$ cat src/rtl/mem_port_arbiter.sv
`default_nettype none
// ============================================================================
// mem_port_arbiter : round-robin two-master arbiter for a single-port memory,
//                    with lock support, range checking and 1-cycle responses
// Revision: 1.0
// ============================================================================
module mem_port_arbiter #(
  parameter int DEPTH = 256
) (
  input  logic        clk,
  input  logic        rst_n,
  input  logic        m0_req,
  input  logic        m0_we,
  input  logic        m0_lock,
  input  logic [31:0] m0_addr,
  input  logic [31:0] m0_wdata,
  output logic        m0_gnt,
  output logic        m0_rvalid,
  output logic [31:0] m0_rdata,
  output logic        m0_err,
  input  logic        m1_req,
  input  logic        m1_we,
  input  logic        m1_lock,
  input  logic [31:0] m1_addr,
  input  logic [31:0] m1_wdata,
  output logic        m1_gnt,
  output logic        m1_rvalid,
  output logic [31:0] m1_rdata,
  output logic        m1_err,
  output logic [31:0] mem_address,
  output logic        mem_we,
  output logic [31:0] mem_write_data,
  input  logic [31:0] mem_read_data
);

  localparam logic [31:0] DEPTH_W = 32'(DEPTH);

  typedef enum logic [1:0] {
    ARB   = 2'd0,
    LOCK0 = 2'd1,
    LOCK1 = 2'd2
  } state_t;

  state_t      state, state_next;
  logic        last, last_next;
  logic        gnt0, gnt1, any_gnt;
  logic        sel_we, in_range;
  logic [31:0] sel_addr, sel_wdata, resp_data;

  // Grants are held off while reset is asserted so outputs read as idle.
  always_comb begin
    gnt0       = 1'b0;
    gnt1       = 1'b0;
    state_next = state;
    last_next  = last;
    if (rst_n) begin
      case (state)
        ARB: begin
          if (m0_req && (!m1_req || last)) gnt0 = 1'b1;
          else if (m1_req)                 gnt1 = 1'b1;
        end
        LOCK0:   gnt0 = m0_req;
        LOCK1:   gnt1 = m1_req;
        default: ;
      endcase
    end
    if (gnt0) begin
      state_next = m0_lock ? LOCK0 : ARB;
      last_next  = 1'b0;
    end else if (gnt1) begin
      state_next = m1_lock ? LOCK1 : ARB;
      last_next  = 1'b1;
    end
  end

  assign any_gnt   = gnt0 | gnt1;
  assign sel_addr  = gnt1 ? m1_addr  : m0_addr;
  assign sel_wdata = gnt1 ? m1_wdata : m0_wdata;
  assign sel_we    = gnt1 ? m1_we    : m0_we;
  assign in_range  = sel_addr < DEPTH_W;

  assign m0_gnt         = gnt0;
  assign m1_gnt         = gnt1;
  assign mem_address    = any_gnt ? sel_addr  : 32'd0;
  assign mem_write_data = any_gnt ? sel_wdata : 32'd0;
  assign mem_we         = any_gnt & sel_we & in_range;

  // Writes echo their data, matching what the memory would forward.
  assign resp_data = !in_range ? 32'd0 : (sel_we ? sel_wdata : mem_read_data);

  always_ff @(posedge clk or negedge rst_n) begin
    if (!rst_n) begin
      state     <= ARB;
      last      <= 1'b1;
      m0_rvalid <= 1'b0;
      m0_rdata  <= 32'd0;
      m0_err    <= 1'b0;
      m1_rvalid <= 1'b0;
      m1_rdata  <= 32'd0;
      m1_err    <= 1'b0;
    end else begin
      state     <= state_next;
      last      <= last_next;
      m0_rvalid <= gnt0;
      m0_rdata  <= gnt0 ? resp_data : 32'd0;
      m0_err    <= gnt0 & ~in_range;
      m1_rvalid <= gnt1;
      m1_rdata  <= gnt1 ? resp_data : 32'd0;
      m1_err    <= gnt1 & ~in_range;
    end
  end

endmodule
`default_nettype wire

$ cat config.mk
export PLATFORM = sky130hd
export DESIGN_NAME = mem_port_arbiter
export DESIGN_NICKNAME = d
export VERILOG_FILES = /design/src/rtl/mem_port_arbiter.sv
export SDC_FILE = /design/constraint.sdc
export NUM_CORES = 1
export LEC_CHECK = 0
export ABC_AREA = 0
export BUFFER_PORTS_ARGS = -buffer_cell sky130_fd_sc_hd__buf_2
export CORE_AREA = 3 3 118 120
export DETAILED_ROUTE_END_ITERATION = 6
export DIE_AREA = 0 0 121 123
export HOLD_SLACK_MARGIN = 0.1
export SLEW_MARGIN = 20
export SYNTH_ARGS = -nofsm -noshare
export SYNTH_HDL_FRONTEND = slang
export SYNTH_SLANG_ARGS = --single-unit
$ cat constraint.sdc
create_clock -name clk -period 4.7 [get_ports clk]
set_input_delay 0.235 -clock clk [delete_from_list [all_inputs] [get_ports clk]]
set_output_delay 0.235 -clock clk [all_outputs]
set_load 0.02 [all_outputs]
**After elaboration in Yosys (flattened, before gate mapping)**

Index checks and enable logic that the tools add are counted.

- Flip-flop bits (word level): 71
- Input bits: 168
- Word-level logic and storage cells: 44
- Memories: 0
- Bits in latches: 0
- RAM bits: 0
- Output and inout port bits: 135
- ROM bits: 0

- Add/sub/neg operators: 0
- Div/mod/pow operators: 0
- Bitwise logic cells: 6
- $lt $le $gt $ge: 1
- Equal/unequal tests: 2
- Muxes and demuxes: 22
- $mul: 0
- Shift-type cells: 0
- Reduce and logical (&&, ||, !) cells: 5

Operators by type and width:

| cell | number |
|---|---|
| $mux W32 | 8 |
| $lt A32 B9 Y1 const B | 1 |
| $mux W1 | 9 |
| $mux W2 | 3 |
| $and A1 B1 Y1 | 4 |
| $pmux W1 S2 | 2 |
| $eq A2 B1 Y1 const B | 1 |
| $eq A2 B2 Y1 const B | 1 |
| $logic_not A2 Y1 | 1 |
| $reduce_bool A2 Y1 | 1 |
| $logic_and A1 B1 Y1 | 1 |
| $logic_not A1 Y1 | 1 |
| $logic_or A1 B1 Y1 | 1 |
| $not A1 Y1 | 1 |
| $or A1 B1 Y1 | 1 |

**Logic depth before layout (Yosys ltp)**

Gate-level depths: netlist (run 1).

- Depth after elaboration: 10
- Mapped depth: 7
- Gate-level depth less buffers: 6

**Worst setup path before layout (run 1)**

No wires, ideal clock.

- Path type: flip-flop to output port
- Start point: register state[0]
- End point: output port mem_write_data[22]
- Path slack: 2,911 ps
- Arrival time: 1,554 ps
- Path buffers: 1
- Cell stages (with the launch flop): 6
- Data required time: 4,465 ps
- Cell sequence: dfrtp_1 > and3b_1 > nand2_1 > inv_1 > clkbuf_1 > a22o_1

- Word-level cells in the longest chain between the ends: 5
- Elaborated cells between the ends (all ways): 10
- Classes of those cells: eq/ne (2); mux (6); bitwise (1); reduce/logical (1)

RTL lines:

| item | RTL line | text |
|---|---|---|
| start, declared | 44 | `state_t state, state_next;` |
| start signal, assigned | 102 | `state <= state_next;` |
| $eq A2 B2 Y1 / $logic_not A2 Y1 (equally long branches) | 57 | `case (state)` |
| $pmux W1 S2 * | 57 |  |
| $mux W1 * | 56 | `if (rst_n) begin` |
| via m1_gnt | 26 | `output logic m1_gnt,` |
| $mux W32 / $or A1 B1 Y1 (equally long branches) | 78, 76 |  |
| $mux W32 * | 85 | `assign mem_write_data = any_gnt ? sel_wdata : 32'd0;` |
| end, declared | 32 | `output logic [31:0] mem_write_data,` |

Mark *: on every way through the listed nets, which the timed path passes. The rest lies on a longest branch.

**Worst setup path after layout (run 1)**

- Start point: input port rst_n
- End point: output port mem_write_data[5]

- Word-level cells in the longest chain between the ends: 3
- Elaborated cells between the ends (all ways): 5
- Classes of those cells: mux (4); bitwise (1)

RTL lines:

| item | RTL line | text |
|---|---|---|
| start, declared | 11 | `input logic rst_n,` |
| $mux W1 | 56 |  |
| $mux W32 / $or A1 B1 Y1 (equally long branches) | 78, 76 |  |
| $mux W32 * | 85 |  |

Mark *: on every way between the ends. The rest lies on a longest branch, timed or not.

==> results of run 1 <==
[cell type report]
type	instances	area, um2
multi-input cells	230	1530
fillers	1283	7660
clock inverters	5	81.3
inverters	3	11.3
clock buffers	10	239
flip-flops and latches	71	1780
repair buffers	308	1560
well taps	176	220
[worst max path at each step]
stage / from / end / slack (ns) / cells after the start
6_report: rst_n / mem_write_data[5] / 1.60 / 8
4_1_cts: rst_n / m0_rdata[31]$_DFF_PN0_ / 1.14 / 7
5_1_grt: rst_n / m0_rdata[31]$_DFF_PN0_ / 1.33 / 7
2_1_floorplan: state[0]$_DFFE_PN0N_ / mem_write_data[22] / 2.91 / 5
3_5_place_dp: rst_n / m0_rdata[31]$_DFF_PN0_ / 1.41 / 6
3_3_place_gp: rst_n / m0_rdata[31]$_DFF_PN0_ / 1.53 / 6
[Yosys cell counts]
cell | n | area (um2)
nor2_2 | 5 | 31.3
dfrtp_1 | 70 | 1750
nand3_1 | 1 | 5.00
nand3b_1 | 2 | 15.0
a32o_1 | 1 | 10.0
nor2b_1 | 1 | 6.26
and3b_1 | 1 | 8.76
o311a_1 | 1 | 10.0
o22a_1 | 32 | 280
mux2_2 | 1 | 11.3
a22o_1 | 64 | 561
or2_2 | 1 | 6.26
nor4_1 | 8 | 50.1
nand2_1 | 4 | 15.0
or3_1 | 1 | 6.26
dfstp_2 | 1 | 26.3
nor4_2 | 4 | 50.1
clkbuf_2 | 1 | 5.00
nor3_1 | 2 | 10.0
o21ai_2 | 1 | 8.76
o21ai_0 | 32 | 160
nand4_1 | 2 | 12.5
a21bo_2 | 1 | 10.0
nor2_1 | 64 | 240
inv_1 | 3 | 11.3
buf_2 | 15 | 75.1
a22o_2 | 1 | 10.0
buf_6 | 6 | 67.6
clkbuf_1 | 10 | 37.5
[sequential cells by signal (all words and copies together), names as in the netlist]
signal	count
m0_rdata	32
m1_rdata	32
state	2
last	1
m0_err	1
m0_rvalid	1
m1_err	1
m1_rvalid	1
[per-layer routing]
metal	track usage, %	wire length [um]	part of all wire, %	vias to the layer above
met1	22.9	5900	42	1935
met2	30.7	6770	48	204
met5	0	0	0	-
met3	4.80	1140	8.1	12
li1	-	-	-	1833
met4	4.60	157	1.1	0
[report_power, final]
part | internal (mW) | switching (mW) | total, mW | leakage, nW
registers | 0.634 | 0.0129 | 0.646 | 0.983
clock network | 0.477 | 0.253 | 0.730 | 0.155
logic | 0.255 | 0.408 | 0.662 | 1.94
[cells by family (layout without fill, tap and decap cells)]
group / after synthesis / count (layout) / share of synthesized area [%]
flip-flops: 71 / 71 / 50.9
buffers and inverters: 35 / 326 / 5.62
AO/OA/AOI/OAI: 133 / 133 / 30.1
multiplexers: 1 / 1 / 0.322
AND/OR/NAND/NOR: 96 / 96 / 13.1
[per-stage QoR]
stage	power [mW]	cell area (um2)	instances	worst slack, ns	hold WS, ns
finish	2.04	5430	803	1.60	0.141
global route	2.14	5430	803	1.33	0.121
CTS	2.07	5420	803	1.14	0.126
detailed placement	1.32	5090	787	1.41	0.137
global placement	1.31	5090	787	1.53	0.132
floorplan	1.07	3490	336	2.91	-0.0606
[critical path, cell delays in order]
cell and delay, ns:
dlygate4sd3_1 0.58, buf_4 0.31, and3b_1 0.29, nand2_1 0.13
inv_2 0.35, buf_4 0.52, a22o_1 0.24, buf_2 0.17
[cells in the final DEF, fill, tap and decap left out, drive strengths merged]
cell	count
or2	1
dlygate4sd3	1
clkinv	1
mux2	1
a32o	1
nor4	12
nand3	1
nand4	2
bufinv	2
inv	4
dfstp	1
o311a	1
buf	307
a21bo	1
nor3	2
nor2b	1
clkbuf	10
nand2	4
a22o	65
or3	1
nor2	69
nand3b	2
o22a	32
o21ai	33
and3b	1
clkinvlp	1
dfrtp	70
[timing repair]
item / in CTS / in global routing
resized for setup: 0 / 0
hold buffers: 1 / 0
endpoints found under the hold margin: 20 / 0
==> metrics.md, run 1 <==
| Metric | Value |
|---|---|
| Status | `finished, final reports clean` |
| # diodes | `0` |
| Crit path max fanout | `47` |
| Final RePlAce weighted congestion | `0.837` |
| Critical path endpoint category | `primary output` |
| RSZ-0062 raised after global routing | `false` |
| Synthesized flop and latch total | `71` |
| Max Fclk | `323 MHz` |
| WHS Path Cells | `2` |
| Post-Route WL | `14,000 um` |
| Hold wc startpoint | `m1_lock` |
| Netlist cell types | `29` |
| Detail Route Antenna Nets | `0` |
| Die Area | `14,900 um2` |
| Die Height | `123 um` |
| Cell Area, Synth | `3490 um2` |
| Area grow syn2layout | `55.4%` |
| Share of layout cells above drive strength 1 | `54.4%` |
| Power per Cell Area | `376 nW/um2` |
| H-tree Lvls | `3` |
| Reg2reg start | `state[0]$_DFFE_PN0N_` |
| Max Cap Violations | `0` |
| Initial drt markers | `207` |
| Clock sinks | `71` |
| Core area | `13,100 um2` |
| Min cycle time layout | `3.10 ns` |
| DRC viols | `0` |
| Register area share after synthesis | `50.9%` |
| Net count, final | `791` |
| Clock-pin slew on the worst setup and hold paths | `0.06 ns` |
| P_leak | `3.08 nW` |
| Final Max Slew Viols | `0` |
| Setup_tns | `0 ns` |
| First-pass GRT wire length | `20,900 um` |
| Crit share post-route | `65.9%` |
| Slew HR | `29.4%` |
| DP HPWL | `10,500 um` |
| R2R setup slack | `2.03 ns` |
| Root buffer cell | `clkbuf_16` |
| Antenna violations before repair | `0` |
| # IOs | `303` |
| Reg2reg end | `m0_rdata[31]$_DFF_PN0_` |
| Maximum vdd drop | `0.000147 V` |
| Final setup vio count | `0` |
| CTS tree | `built` |
| Worst Hold Path EP | `state[1]$_DFFE_PN0N_` |
| Syn_nets | `504` |
| Worst-margin pin slew | `1.06 ns` |
| GR Overflow Total | `0` |
| CTS Buf Count | `9` |
| Worst Clk Skew | `0.00526 ns` |
| Min-delay worst type | `in2reg` |
| Mapped Cells | `336` |
| Routed wire per std cell | `17.4 um` |
| DR vias/cell | `4.96` |
| Final Hold Fails | `0` |
| DR pass1 iterations | `4` |
| Die width | `121 um` |
| Number of buffers added on ports | `302` |
| Initial core utilization | `26.7%` |
| Worst path required time | `4.47 ns` |
| Postcts setup bufs | `0` |
| Largest net degree at the start of global routing | `67` |
| Worst-case reg-to-reg path depth | `5` |
| Yosys warns | `0` |
| Via Count | `3,984` |
| Clock latency on the worst-skew pair | `0.32 ns` |
| Clk buf depth | `2` |
| Vias in the first global route | `3,936` |
| Row count | `42` |
| Critical Path AT | `2.86 ns` |
| Syn Area/Cell | `10.4 um2` |
| Total track usage | `18.1%` |
| Critical path launch point type | `input port` |
| Core Util, Final | `41.5%` |
| Worst Setup Path Type | `in2out` |
Note: power is estimated with default switching activity, not from simulation.
==> run 2: changes to the inputs <==
--- a/config.mk
+++ b/config.mk
@@ -5,12 +5,13 @@
 export SDC_FILE = /design/constraint.sdc
 export NUM_CORES = 1
 export LEC_CHECK = 0
-export ABC_AREA = 0
+export ABC_AREA = 1
 export BUFFER_PORTS_ARGS = -buffer_cell sky130_fd_sc_hd__buf_2
-export CORE_AREA = 3 3 118 120
+export CORE_AREA = 3 3 117 119
 export DETAILED_ROUTE_END_ITERATION = 6
-export DIE_AREA = 0 0 121 123
+export DIE_AREA = 0 0 120 122
 export HOLD_SLACK_MARGIN = 0.1
+export PLACE_DENSITY = 0.69
 export SLEW_MARGIN = 20
 export SYNTH_ARGS = -nofsm -noshare
 export SYNTH_HDL_FRONTEND = slang
==> constraint.sdc (replaced) <==
create_clock -name clk -period 3.1 [get_ports clk]
set_input_delay 0.155 -clock clk [delete_from_list [all_inputs] [get_ports clk]]
set_output_delay 0.155 -clock clk [all_outputs]
set_load 0.02 [all_outputs]
==> run 2 against run 1 <==
- register-to-register slack got worse by 1.5 ns
- highest routed layer unchanged
- largest cell class is now multi-input combinational cells
- critical endpoint is now mem_we
- via count is 32% higher
- critical path type is now reg2out
- routed wire length grew 23%
- sequential share of layout area is 5.1 points lower
- critical path depth is 5 higher
- utilization grew 9.2 points
- global-route usage rose by 4.3 points
- cell count grew 38%
- clock skew rose by 0.00057 ns
==> metrics.md, run 2 <==
| Metric | Value |
|---|---|
| DRC viols | `0` |
| Slew HR | `35.6%` |
| Crit path max fanout | `26` |
| Status | `finished, final reports clean` |
| Via Count | `5,242` |
| First-pass GRT wire length | `25,500 um` |
| Detail Route Antenna Nets | `0` |
| Net count, final | `1,100` |
| Syn Area/Cell | `6.97 um2` |
| Synth cell count leaders | `257 x nand2_1, 93 x nor2_1, 70 x dfrtp_1` |
| Post-DP Area | `6050 um2` |
| Register area share after synthesis | `39.8%` |
| Multi-input gate area | `2290 um2` |
| Yosys warns | `0` |
| CTS Buf Count | `9` |
| Highest metal used | `met4` |
| Post-Route WL | `17,200 um` |
| Syn_nets | `809` |
| Most common cell after layout, fill and taps aside | `buf_2` |
| Final RePlAce weighted congestion | `0.854` |
| Most frequent cells in the layout | `301 x buf_2, 256 x nand2_1, 93 x nor2_1` |
| Yosys top cell by area | `dfrtp_1` |
| Worst-case reg-to-reg path depth | `13` |
| DR pass1 iterations | `5` |
| Reg area | `1780 um2` |
| # diodes | `0` |
| Min-delay worst type | `in2reg` |
| P_leak | `3.98 nW` |
| Clock-pin slew on the worst setup and hold paths | `0.06 ns` |
| Vias in the first global route | `4,939` |
| Worst-margin pin slew | `0.965 ns` |
| Critical path endpoint | `mem_we` |
| CTS tree | `built` |
| Mapped Cells | `641` |
| Largest regs | `m0_rdata x32, m1_rdata x32, state x2` |
| Synth Flop Type | `dfrtp_1` |
| Total track usage | `22.4%` |
| Final setup vio count | `0` |
| EDFF count, synth | `0` |
| Area grow syn2layout | `43.8%` |
| Die width | `120 um` |
| Synth top area cells | `dfrtp_1 39%, nand2_1 22%, nor2_1 7.8%` |
| Row count | `41` |
| Reg2reg end | `m1_rdata[0]$_DFF_PN0_` |
| Largest net degree at the start of global routing | `53` |
| Clk buf depth | `2` |
| # IOs | `303` |
| Min cycle time layout | `2.91 ns` |
| Share of layout cells above drive strength 1 | `41.3%` |
| Critical path launch point type | `register` |
| Setup crit start | `last$_DFFE_PN1N_` |
| Clock latency on the worst-skew pair | `0.33 ns` |
| Maximum vdd drop | `0.000256 V` |
| Core area | `12,700 um2` |
| Netlist cell types | `24` |
| Final Instance Area | `6420 um2` |
| DR vias/cell | `4.73` |
| Synth top area share | `39.2%` |
| Root buffer cell | `clkbuf_16` |
| R2R setup slack | `0.49 ns` |
| H-tree Lvls | `3` |
| Synthesized flop and latch total | `71` |
| Worst path required time | `2.94 ns` |
| Die Height | `122 um` |
| Core Util, Final | `50.7%` |
| Wire length on met3 | `1540 um` |
| RSZ-0062 raised after global routing | `false` |
| Layout fillers | `1,318` |
| Critical path endpoint category | `primary output` |
| Worst Clk Skew | `0.00582 ns` |
| Worst Setup Path Type | `reg2out` |
| Met2 wire length | `8640 um` |
| Power per Cell Area | `549 nW/um2` |
| Final Hold Fails | `0` |
| Critical Path AT | `2.75 ns` |
| Routed wire per std cell | `15.5 um` |
| Final Max Slew Viols | `0` |
| Initial drt markers | `304` |
| Crit share post-route | `93.7%` |
| Min Hold Slack | `0.199 ns` |
| Max Cap Violations | `0` |
| Initial core utilization | `35.3%` |
| WL met1 | `6580 um` |
| DP HPWL | `12,800 um` |
| Setup_tns | `0 ns` |
| Die Area | `14,600 um2` |
| Ys async rst share | `100%` |
| GR Overflow Total | `0` |
| Antenna violations before repair | `0` |
| Top-count cell post-synth | `nand2_1` |
| Reg2reg start | `last$_DFFE_PN1N_` |
| Hold wc startpoint | `mem_read_data[5]` |
| Cell Area, Synth | `4470 um2` |
| Number of buffers added on ports | `302` |
| Clock sinks | `71` |
| Max Fclk | `344 MHz` |
## run 2: cell types whose count changed after synthesis, moves of 12 or more
cell      delta
a21oi_1     +41
a22o_1      -64
inv_1       +32
nand2_1    +253
nand3_1     +36
nand3_2     +27
nand3b_1    +12
nor2_1      +29
o21ai_0     -31
o22a_1      -32
## run 2: cells by family (layout without fill, tap and decap cells)
family,Yosys count,count (layout),share of synthesized area (%)
and+or+nand+nor,442,444,45.4
buffers and inverters,82,376,9.41
DFF,71,71,39.8
AOI/OAI and AO/OA,46,46,5.41
## run 2: critical path: stages, from the launching register on
cell     delay (ns)
dfstp_2        0.51
inv_1          0.04
nand2_1        0.09
nand2_4        0.17
nand2_8        0.24
inv_4          0.16
nand2_1        0.12
nand2_1        0.06
nor2_1         0.16
nand2_2        0.18
nor2_8         0.33
nand2_1        0.09
nor2_1         0.08
buf_2          0.17
## run 2: worst min-delay path by stage
stage	cells past startpoint	slack [ns]	endpoint
3_5_place_dp	2	0.30	m1_rdata[17]$_DFF_PN0_
6_report	5	0.20	m0_rdata[5]$_DFF_PN0_
4_1_cts	5	0.19	m0_rdata[9]$_DFF_PN0_
2_1_floorplan	0	-0.14	m0_err$_DFF_PN0_
5_1_grt	5	0.20	m1_rdata[20]$_DFF_PN0_
3_3_place_gp	2	0.29	m0_rdata[14]$_DFF_PN0_
## run 2: area by class of cell
type / instances / area share, %
clock inverters: 5 / 0.877
well taps: 172 / 3.35
inverters: 39 / 2.32
repair buffers: 321 / 26.1
flip-flops and latches: 71 / 27.7
multi-input cells: 490 / 35.7
clock buffers: 11 / 3.94
## run 2: routing by layer
layer	track usage, %	vias up
met3	6.04	25
met2	40.0	270
met1	25.9	2371
li1	-	2576
met4	8.02	0
met5	0	-
## run 2: metrics by stage
stage               setup slack (ns)  std cells  power [mW]
floorplan                      0.722        641        1.99
global placement               0.268       1088        2.48
detailed placement             0.237       1088        2.49
CTS                           0.0384       1108        3.55
global route                  0.0177       1109        3.75
finish                         0.195       1109        3.53
## run 2: report_power, final
part | internal (mW) | leakage (nW) | switching, mW
clock network | 0.665 | 0.152 | 0.379
logic | 0.449 | 2.85 | 1.06
registers | 0.961 | 0.984 | 0.0146
total | 2.07 | 3.98 | 1.45
## run 2: what timing repair did
item / CTS / global route
buffers inserted: 0 / 0
gates resized for setup: 1 / 1
endpoints found under the setup margin: 1 / 7
gates cloned: 1 / 1
pin swaps: 1 / 1
endpoints found under the hold margin: 35 / 0
hold buffers: 3 / 0
